File: src/rtl/mem_bus_arbiter_if.sv
// mem_bus_arbiter_if: Avalon-MM bus between the arbiter (master) and memory (slave)
interface mem_bus_arbiter_if;
  logic [31:0] address;
  logic        read;
  logic        write;
  logic [31:0] writedata;
  logic [3:0]  byteenable;
  logic        waitrequest;
  logic [31:0] readdata;
  modport master (output address, read, write, writedata, byteenable, input waitrequest, readdata);
  modport slave  (input address, read, write, writedata, byteenable, output waitrequest, readdata);
endinterface

File: src/rtl/mem_bus_arbiter.sv
// mem_bus_arbiter: shares one Avalon master between fetch (F) and data (D) with bounded F starvation
module mem_bus_arbiter #(
  parameter int STREAK_MAX = 4,
  parameter int STREAK_W   = 3
) (
  input  logic        clk,
  input  logic        reset,
  input  logic        f_req,
  input  logic [31:0] f_addr,
  output logic        f_done,
  output logic [31:0] f_rdata,
  input  logic        d_req,
  input  logic        d_write,
  input  logic [31:0] d_addr,
  input  logic [31:0] d_wdata,
  input  logic [3:0]  d_byteenable,
  output logic        d_done,
  output logic [31:0] d_rdata,
  mem_bus_arbiter_if.master bus,
  output logic        busy
);
  typedef enum logic [1:0] {IDLE, ACCESS, DONE} state_t;
  localparam logic [STREAK_W-1:0] STREAK_LIM = STREAK_W'(STREAK_MAX);
  state_t state, state_n;
  logic owner_d, grant_d;
  logic [STREAK_W-1:0] streak;
  logic [31:0] sel_addr;
  always_comb begin
    grant_d  = d_req & ~(f_req & (streak == STREAK_LIM));
    sel_addr = grant_d ? d_addr : f_addr;
    state_n  = state == IDLE   ? ((f_req | d_req) ? ACCESS : IDLE)
             : state == ACCESS ? (bus.waitrequest ? ACCESS : DONE)
             : IDLE;
    busy     = state != IDLE;
  end
  always_ff @(posedge clk) state <= reset ? IDLE : state_n;
  // A D grant with F waiting implies streak < STREAK_LIM, so the increment never overshoots
  always_ff @(posedge clk) begin
    if (reset) begin
      owner_d        <= 1'b0;
      streak         <= '0;
      f_done         <= 1'b0;
      d_done         <= 1'b0;
      f_rdata        <= '0;
      d_rdata        <= '0;
      bus.address    <= '0;
      bus.read       <= 1'b0;
      bus.write      <= 1'b0;
      bus.writedata  <= '0;
      bus.byteenable <= '0;
    end else begin
      f_done <= 1'b0;
      d_done <= 1'b0;
      if (state == IDLE) streak <= (f_req & grant_d) ? streak + STREAK_W'(1) : '0;
      if (state == IDLE && (f_req | d_req)) begin
        owner_d        <= grant_d;
        bus.read       <= ~(grant_d & d_write);
        bus.write      <= grant_d & d_write;
        bus.byteenable <= grant_d ? d_byteenable : 4'hf;
        bus.address    <= sel_addr & ~32'h3;
        if (grant_d) bus.writedata <= d_wdata;
      end
      if (state == ACCESS && !bus.waitrequest) begin
        bus.read  <= 1'b0;
        bus.write <= 1'b0;
        f_done    <= ~owner_d;
        d_done    <= owner_d;
        if (bus.read && owner_d) d_rdata <= bus.readdata;
        if (bus.read && !owner_d) f_rdata <= bus.readdata;
      end
    end
  end
endmodule
File: src/flat_wrapper.sv
// flat-port wrapper written by rule: the top's interface ports become plain ports
module mem_bus_arbiter_flat 
#(
  parameter int STREAK_MAX = 4,
  parameter int STREAK_W   = 3
)
  (clk, reset, f_req, f_addr, f_done, f_rdata, d_req, d_write, d_addr, d_wdata, d_byteenable, d_done, d_rdata, busy, bus_address, bus_read, bus_write, bus_writedata, bus_byteenable, bus_waitrequest, bus_readdata);
  mem_bus_arbiter_if bus_i ();
  input  logic clk;
  input  logic reset;
  input  logic f_req;
  input  logic [31:0] f_addr;
  output logic f_done;
  output logic [31:0] f_rdata;
  input  logic d_req;
  input  logic d_write;
  input  logic [31:0] d_addr;
  input  logic [31:0] d_wdata;
  input  logic [3:0] d_byteenable;
  output logic d_done;
  output logic [31:0] d_rdata;
  output logic busy;
  output wire logic [$bits(bus_i.address)-1:0] bus_address;
  output wire logic [$bits(bus_i.read)-1:0] bus_read;
  output wire logic [$bits(bus_i.write)-1:0] bus_write;
  output wire logic [$bits(bus_i.writedata)-1:0] bus_writedata;
  output wire logic [$bits(bus_i.byteenable)-1:0] bus_byteenable;
  input wire logic [$bits(bus_i.waitrequest)-1:0] bus_waitrequest;
  input wire logic [$bits(bus_i.readdata)-1:0] bus_readdata;
  assign bus_address = bus_i.address;
  assign bus_read = bus_i.read;
  assign bus_write = bus_i.write;
  assign bus_writedata = bus_i.writedata;
  assign bus_byteenable = bus_i.byteenable;
  assign bus_i.waitrequest = bus_waitrequest;
  assign bus_i.readdata = bus_readdata;
  mem_bus_arbiter #(.STREAK_MAX(STREAK_MAX), .STREAK_W(STREAK_W)) u_core (.clk(clk), .reset(reset), .f_req(f_req), .f_addr(f_addr), .f_done(f_done), .f_rdata(f_rdata), .d_req(d_req), .d_write(d_write), .d_addr(d_addr), .d_wdata(d_wdata), .d_byteenable(d_byteenable), .d_done(d_done), .d_rdata(d_rdata), .bus(bus_i), .busy(busy));
endmodule
File: config.mk
export PLATFORM = sky130hd
export DESIGN_NAME = mem_bus_arbiter_flat
export DESIGN_NICKNAME = d
export VERILOG_FILES = /design/src/rtl/mem_bus_arbiter_if.sv /design/src/rtl/mem_bus_arbiter.sv /design/src/flat_wrapper.sv
export SDC_FILE = /design/constraint.sdc
export NUM_CORES = 1
export LEC_CHECK = 0
export CORE_UTILIZATION = 37
export CTS_CLUSTER_SIZE = 24
export DETAILED_ROUTE_END_ITERATION = 8
export GPL_TIMING_DRIVEN = 0
export PLACE_DENSITY_LB_ADDON = 0.08
export SETUP_SLACK_MARGIN = 0.4
export SYNTH_ARGS = -nofsm -noshare
export SYNTH_HDL_FRONTEND = slang
export SYNTH_SLANG_ARGS = --single-unit
File: constraint.sdc
create_clock -name clk -period 1.49 [get_ports clk]
set_clock_uncertainty 0.05 [all_clocks]
set_input_delay 0.298 -clock clk [delete_from_list [all_inputs] [get_ports clk]]
set_output_delay 0.298 -clock clk [all_outputs]
set_load 0.01 [all_outputs]
Yosys cells after proc, flatten, opt, wreduce, memory -nomap -nowiden:

Cells that the tools add are included.

* register bits: 140
* logic and storage cells: 44
* bits in read-only memories: 0
* output and inout port bits: 137
* memories kept: 0
* input port bits: 138
* latch bits: 0
* bits in writable memories: 0

* equal/unequal tests: 2
* multiplexer cells: 7
* $add $sub $neg: 1
* bitwise operators: 9
* $mul: 0
* div/mod/pow operators: 0
* order comparisons: 0
* reductions and logical operators: 13
* shifts and indexed selects: 0

Operators by type and width (number)
* $mux W32: 1
* $mux W2: 3
* $reduce_and A2 Y1: 3
* $and A1 B1 Y1: 4
* $logic_and A1 B1 Y1: 4
* $mux W4: 1
* $not A1 Y1: 4
* $reduce_or A2 Y1: 2
* $add A3 B1 Y3 const B: 1
* $eq A3 B3 Y1 const B: 1
* $mux W3: 1
* $eq A2 B1 Y1 const B: 1
* $logic_not A1 Y1: 2
* $logic_not A2 Y1: 1
* $reduce_bool A2 Y1: 1
* $mux W1: 1
* $or A1 B1 Y1: 1

Logic depth before layout (Yosys ltp):

* depth after elaboration: 6
* gate-level depth with buffers: 7

Least setup slack after synthesis:

OpenSTA, ideal clock, no wires.

* path type: register to register
* start point: register u_core.streak[0]
* end point: register u_core.bus.address[16]
* setup slack: -114 ps
* cell stages (with the launch flop): 8
* library setup time: 91 ps
* arrival time: 1463 ps
* period minus slack after synthesis: 1604 ps
* path through: dfxtp_1 -> inv_1 -> ha_1 -> nand3_1 -> buf_2 -> clkbuf_1 -> nand3_1 -> a311oi_1

* word-level cells in the longest chain between the ends: 5

RTL lines
* from (decl): line mem_bus_arbiter.sv:26 `logic [STREAK_W-1:0] streak;`
* from (signal assigned): line mem_bus_arbiter.sv:54 `if (state == IDLE) streak <= (f_req & grant_d) ? streak + STREAK_W'(1) : '0;`
* $eq A3 B3 Y1: line mem_bus_arbiter.sv:29 `grant_d = d_req & ~(f_req & (streak == STREAK_LIM));`
* $and A1 B1 Y1: line mem_bus_arbiter.sv:29
* $not A1 Y1: line mem_bus_arbiter.sv:29
* $and A1 B1 Y1: line mem_bus_arbiter.sv:29
* $mux W32: line mem_bus_arbiter.sv:30 `sel_addr = grant_d ? d_addr : f_addr;`
* to (signal assigned): line mem_bus_arbiter.sv:60 `bus.address <= sel_addr & ~32'h3;`
* to (decl): line mem_bus_arbiter_if.sv:10 `modport master (output address, read, write, writedata, byteenable, input waitrequest, readdata);`

Every way passes these cells.
A chain may end at the register's enable or synchronous reset.

Worst setup path after layout:

* start point: register u_core.streak[0]
* end point: register u_core.bus.writedata[15]

* word-level cells in the longest chain between the ends: 5

RTL lines
* $eq A3 B3 Y1: line mem_bus_arbiter.sv:29
* $and A1 B1 Y1: line mem_bus_arbiter.sv:29
* $not A1 Y1: line mem_bus_arbiter.sv:29
* $and A1 B1 Y1: line mem_bus_arbiter.sv:29
* $reduce_and A2 Y1 (no line)
* to (signal assigned): line mem_bus_arbiter.sv:61 `if (grant_d) bus.writedata <= d_wdata;`
* to (decl): line mem_bus_arbiter_if.sv:10

Every way passes these cells.

==> flow_metrics.tcl <==
set metrics [dict create \
    critPathMaxFanout 10 \
    r2r_setup_slack_ns -0.1 \
    dieArea_sq_um 15850 \
    pre_cts_slack_ns -0.5216 \
    clock_latency_ns 0.42 \
    dp.cells 1086 \
    gr-total-overflow 0 \
    syn_area_sq_um 5678 \
    fin_crit_sh_pct 106.6 \
    rows 44 \
    fp.dieH_um 125.9 \
    clock_sink_count 140 \
    hold_start "reset" \
    drc_errors 0 \
    slew_headroom_pct 51.44 \
    p_per_area_nw_per_um2 1007 \
    hold_violations 0 \
    synthArstFlopShare_pct 0 \
    holdBufCountCts 0 \
    timing_worst_slew_pin_value_ns 0.7284 \
    p_leak_nw 4.695 \
    cp-start-kind "flop" \
    cts_buffers 17 \
    fmaxAchievable_mhz 629.8 \
    cts_buffer_depth 2 \
    status "complete, but fails checks" \
    fin_crit_ns 1.588 \
    cts_tree "yes" \
    rsz0062_at_grt "yes" \
    synth_edf_count 0 \
    hold_class "input pin to flop" \
    setup_viol 53 \
    start_util_pct 38.48 \
    synthFlopType "dfxtp_1" \
    io_pins 275 \
    maxSlewViolCount 0 \
    viasPerCell 5.432 \
    ir_drop_mv 0.7822 \
    core_area_sq_um 14750 \
    reg2reg_to "u_core.bus.writedata[15]" \
    place_area_sq_um 8880 \
    ys_warn_count 0 \
    layout_commonest_cell "buf_6" \
    r2r-start "u_core.streak[0]" \
    violations "setup timing" \
    totalWireLength_um 22810 \
    final_area_sq_um 11240 \
    ys_ff_latch 140 \
    min_to "u_core.bus.read" \
    min_path_cells 3 \
    num_vias 6513 \
    syn_area_per_cell_sq_um 8.942 \
    grt_max_degree 17 \
    synth.distinct_cells 35 \
    maxCapViolCount 0 \
    drive_gt1_share_pct 52.02 \
    dp_hpwl_um 14730 \
    syn_inst 635 \
    fillCellCount 945 \
    first_iter_violations 439 \
    grt_usage_pct 26.55 \
    die_w_um 125.9 \
    crit_arrival_ns 1.86 \
    port_buffers 266 \
    fin_nets 1142 \
    grt_pass1_vias 6421 \
    end_kind "flop" \
    dr.pass1.iters 4 \
    timing.setup.tns_ns -2.088 \
    htreeDepth 4 \
    diodes 0 \
    synth-seq-area-share_pct 49.36 \
    clk_pin_slew_worst_paths_ns 0.06 \
    worstRegToRegCells 8 \
    wl_per_cell_um 19.03 \
    final_cell_mix "buf_6 (148), dfxtp_2 (134), clkdlybuf4s50_1 (130)" \
    final.setup.worst_slack_ns -0.09777 \
    cts_root_buf "clkbuf_16" \
    routabilityCongestion 0.8181 \
    area_growth_pct 98.04 \
    antenna_found_initial 0 \
    ant_nets 0 \
    grt_pass1_wl_um 33180 \
    fin_cells 1199 \
    setup.worst_path.class "flop to flop" \
    required_ns 1.77 \
]
[cells in the mapped netlist (all sizes together), types with 3 or more instances]
master | instances | area, sq um
a21oi | 65 | 325.3
a311oi | 30 | 262.8
and3 | 3 | 18.77
buf | 22 | 127.6
clkbuf | 48 | 180.2
dfxtp | 140 | 2803
inv | 5 | 18.77
mux2i | 64 | 640.6
nand2 | 100 | 375.4
nand3 | 34 | 175.2
nand4 | 34 | 212.7
nor2 | 4 | 17.52
o21ai | 64 | 320.3
o221a | 4 | 45.04
[timing repair]
| item | in CTS | in global routing |
|---|---|---|
| pin swaps | 38 | 33 |
| gates resized for setup | 889 | 76 |
| cloned | 4 | 5 |
| buffers inserted | 30 | 42 |
| setup endpoints to repair | 273 | 275 |
[power breakdown]
group          switching (mW)  internal (mW)
Combinational           0.917           1.22
Clock                    1.68           3.37
Sequential              0.167           3.98
Total                    2.76           8.57
[sequential cells by signal, summed over array words and instances (netlist names)]
signal                 cells
u_core.f_done              1
u_core.bus.writedata      32
u_core.state               2
u_core.d_rdata            32
u_core.bus.address        30
u_core.d_done              1
u_core.bus.write           1
u_core.f_rdata            32
u_core.owner_d             1
u_core.bus.byteenable      4
u_core.bus.read            1
u_core.streak              3
[layout make-up]
type                    count  area [sq um]  share of cell area [%]
plain buffers              70         738.2                   6.565
clock inverters            14         262.8                   2.337
inverters                   5         21.27                  0.1892
well taps                 184         230.2                   2.047
flip-flops and latches    140          2989                   26.58
multi-input cells         421          3000                   26.68
repair buffers            347          3563                   31.69
clock buffers              18         439.2                   3.906
[logic make-up (layout without fill, tap and decap cells)]
| kind of cell | after synthesis | count (layout) | share of synthesized area [%] |
|---|---|---|---|
| other | 1 | 2 | 0.06605 |
| DFF | 140 | 140 | 49.36 |
| muxes | 64 | 64 | 11.28 |
| and+or+nand+nor | 186 | 186 | 15.73 |
| buffers and inverters | 75 | 454 | 5.751 |
| adders and majority gates | 2 | 2 | 0.4407 |
| AOI/OAI and AO/OA | 167 | 167 | 17.36 |
[how the worst max path moves through the flow]
stage	from	slack, ns	end
floorplan	u_core.streak[1]	0.12	u_core.bus.address[16]
detailed placement	bus_waitrequest	-0.52	u_core.f_rdata[16]
CTS	u_core.streak[1]	-0.03	u_core.bus.address[6]
global route	u_core.streak[0]	-0.12	u_core.bus.writedata[15]
finish	u_core.streak[0]	-0.1	u_core.bus.writedata[15]
global placement	bus_waitrequest	-0.46	u_core.d_rdata[18]
[metal layers]
layer	part of all wire, %	track usage (%)
met1	38	28.57
met2	51	47.77
met3	7.9	8.709
met4	2.7	10.70
met5	0	0
[worst max-delay path, stage by stage (launching register included)]
cell     delay [ns]
dfxtp_2        0.34
inv_2          0.05
ha_4           0.16
nand3_2        0.09
buf_8          0.14
buf_4          0.15
buf_8          0.14
nand4_1        0.14
a21oi_1        0.23
[stage by stage]
step	hold slack (ns)	util [%]	power, mW
6_report	0.2436	76.21	11.32
5_1_grt	0.2539	76.21	11.68
4_1_cts	0.2357	71.59	11.06
3_5_place_dp	0.3996	60.18	5.801
3_3_place_gp	0.3920	60.18	5.765
2_1_floorplan	0.3951	-	4.850
(Power assumes the default switching activity.)
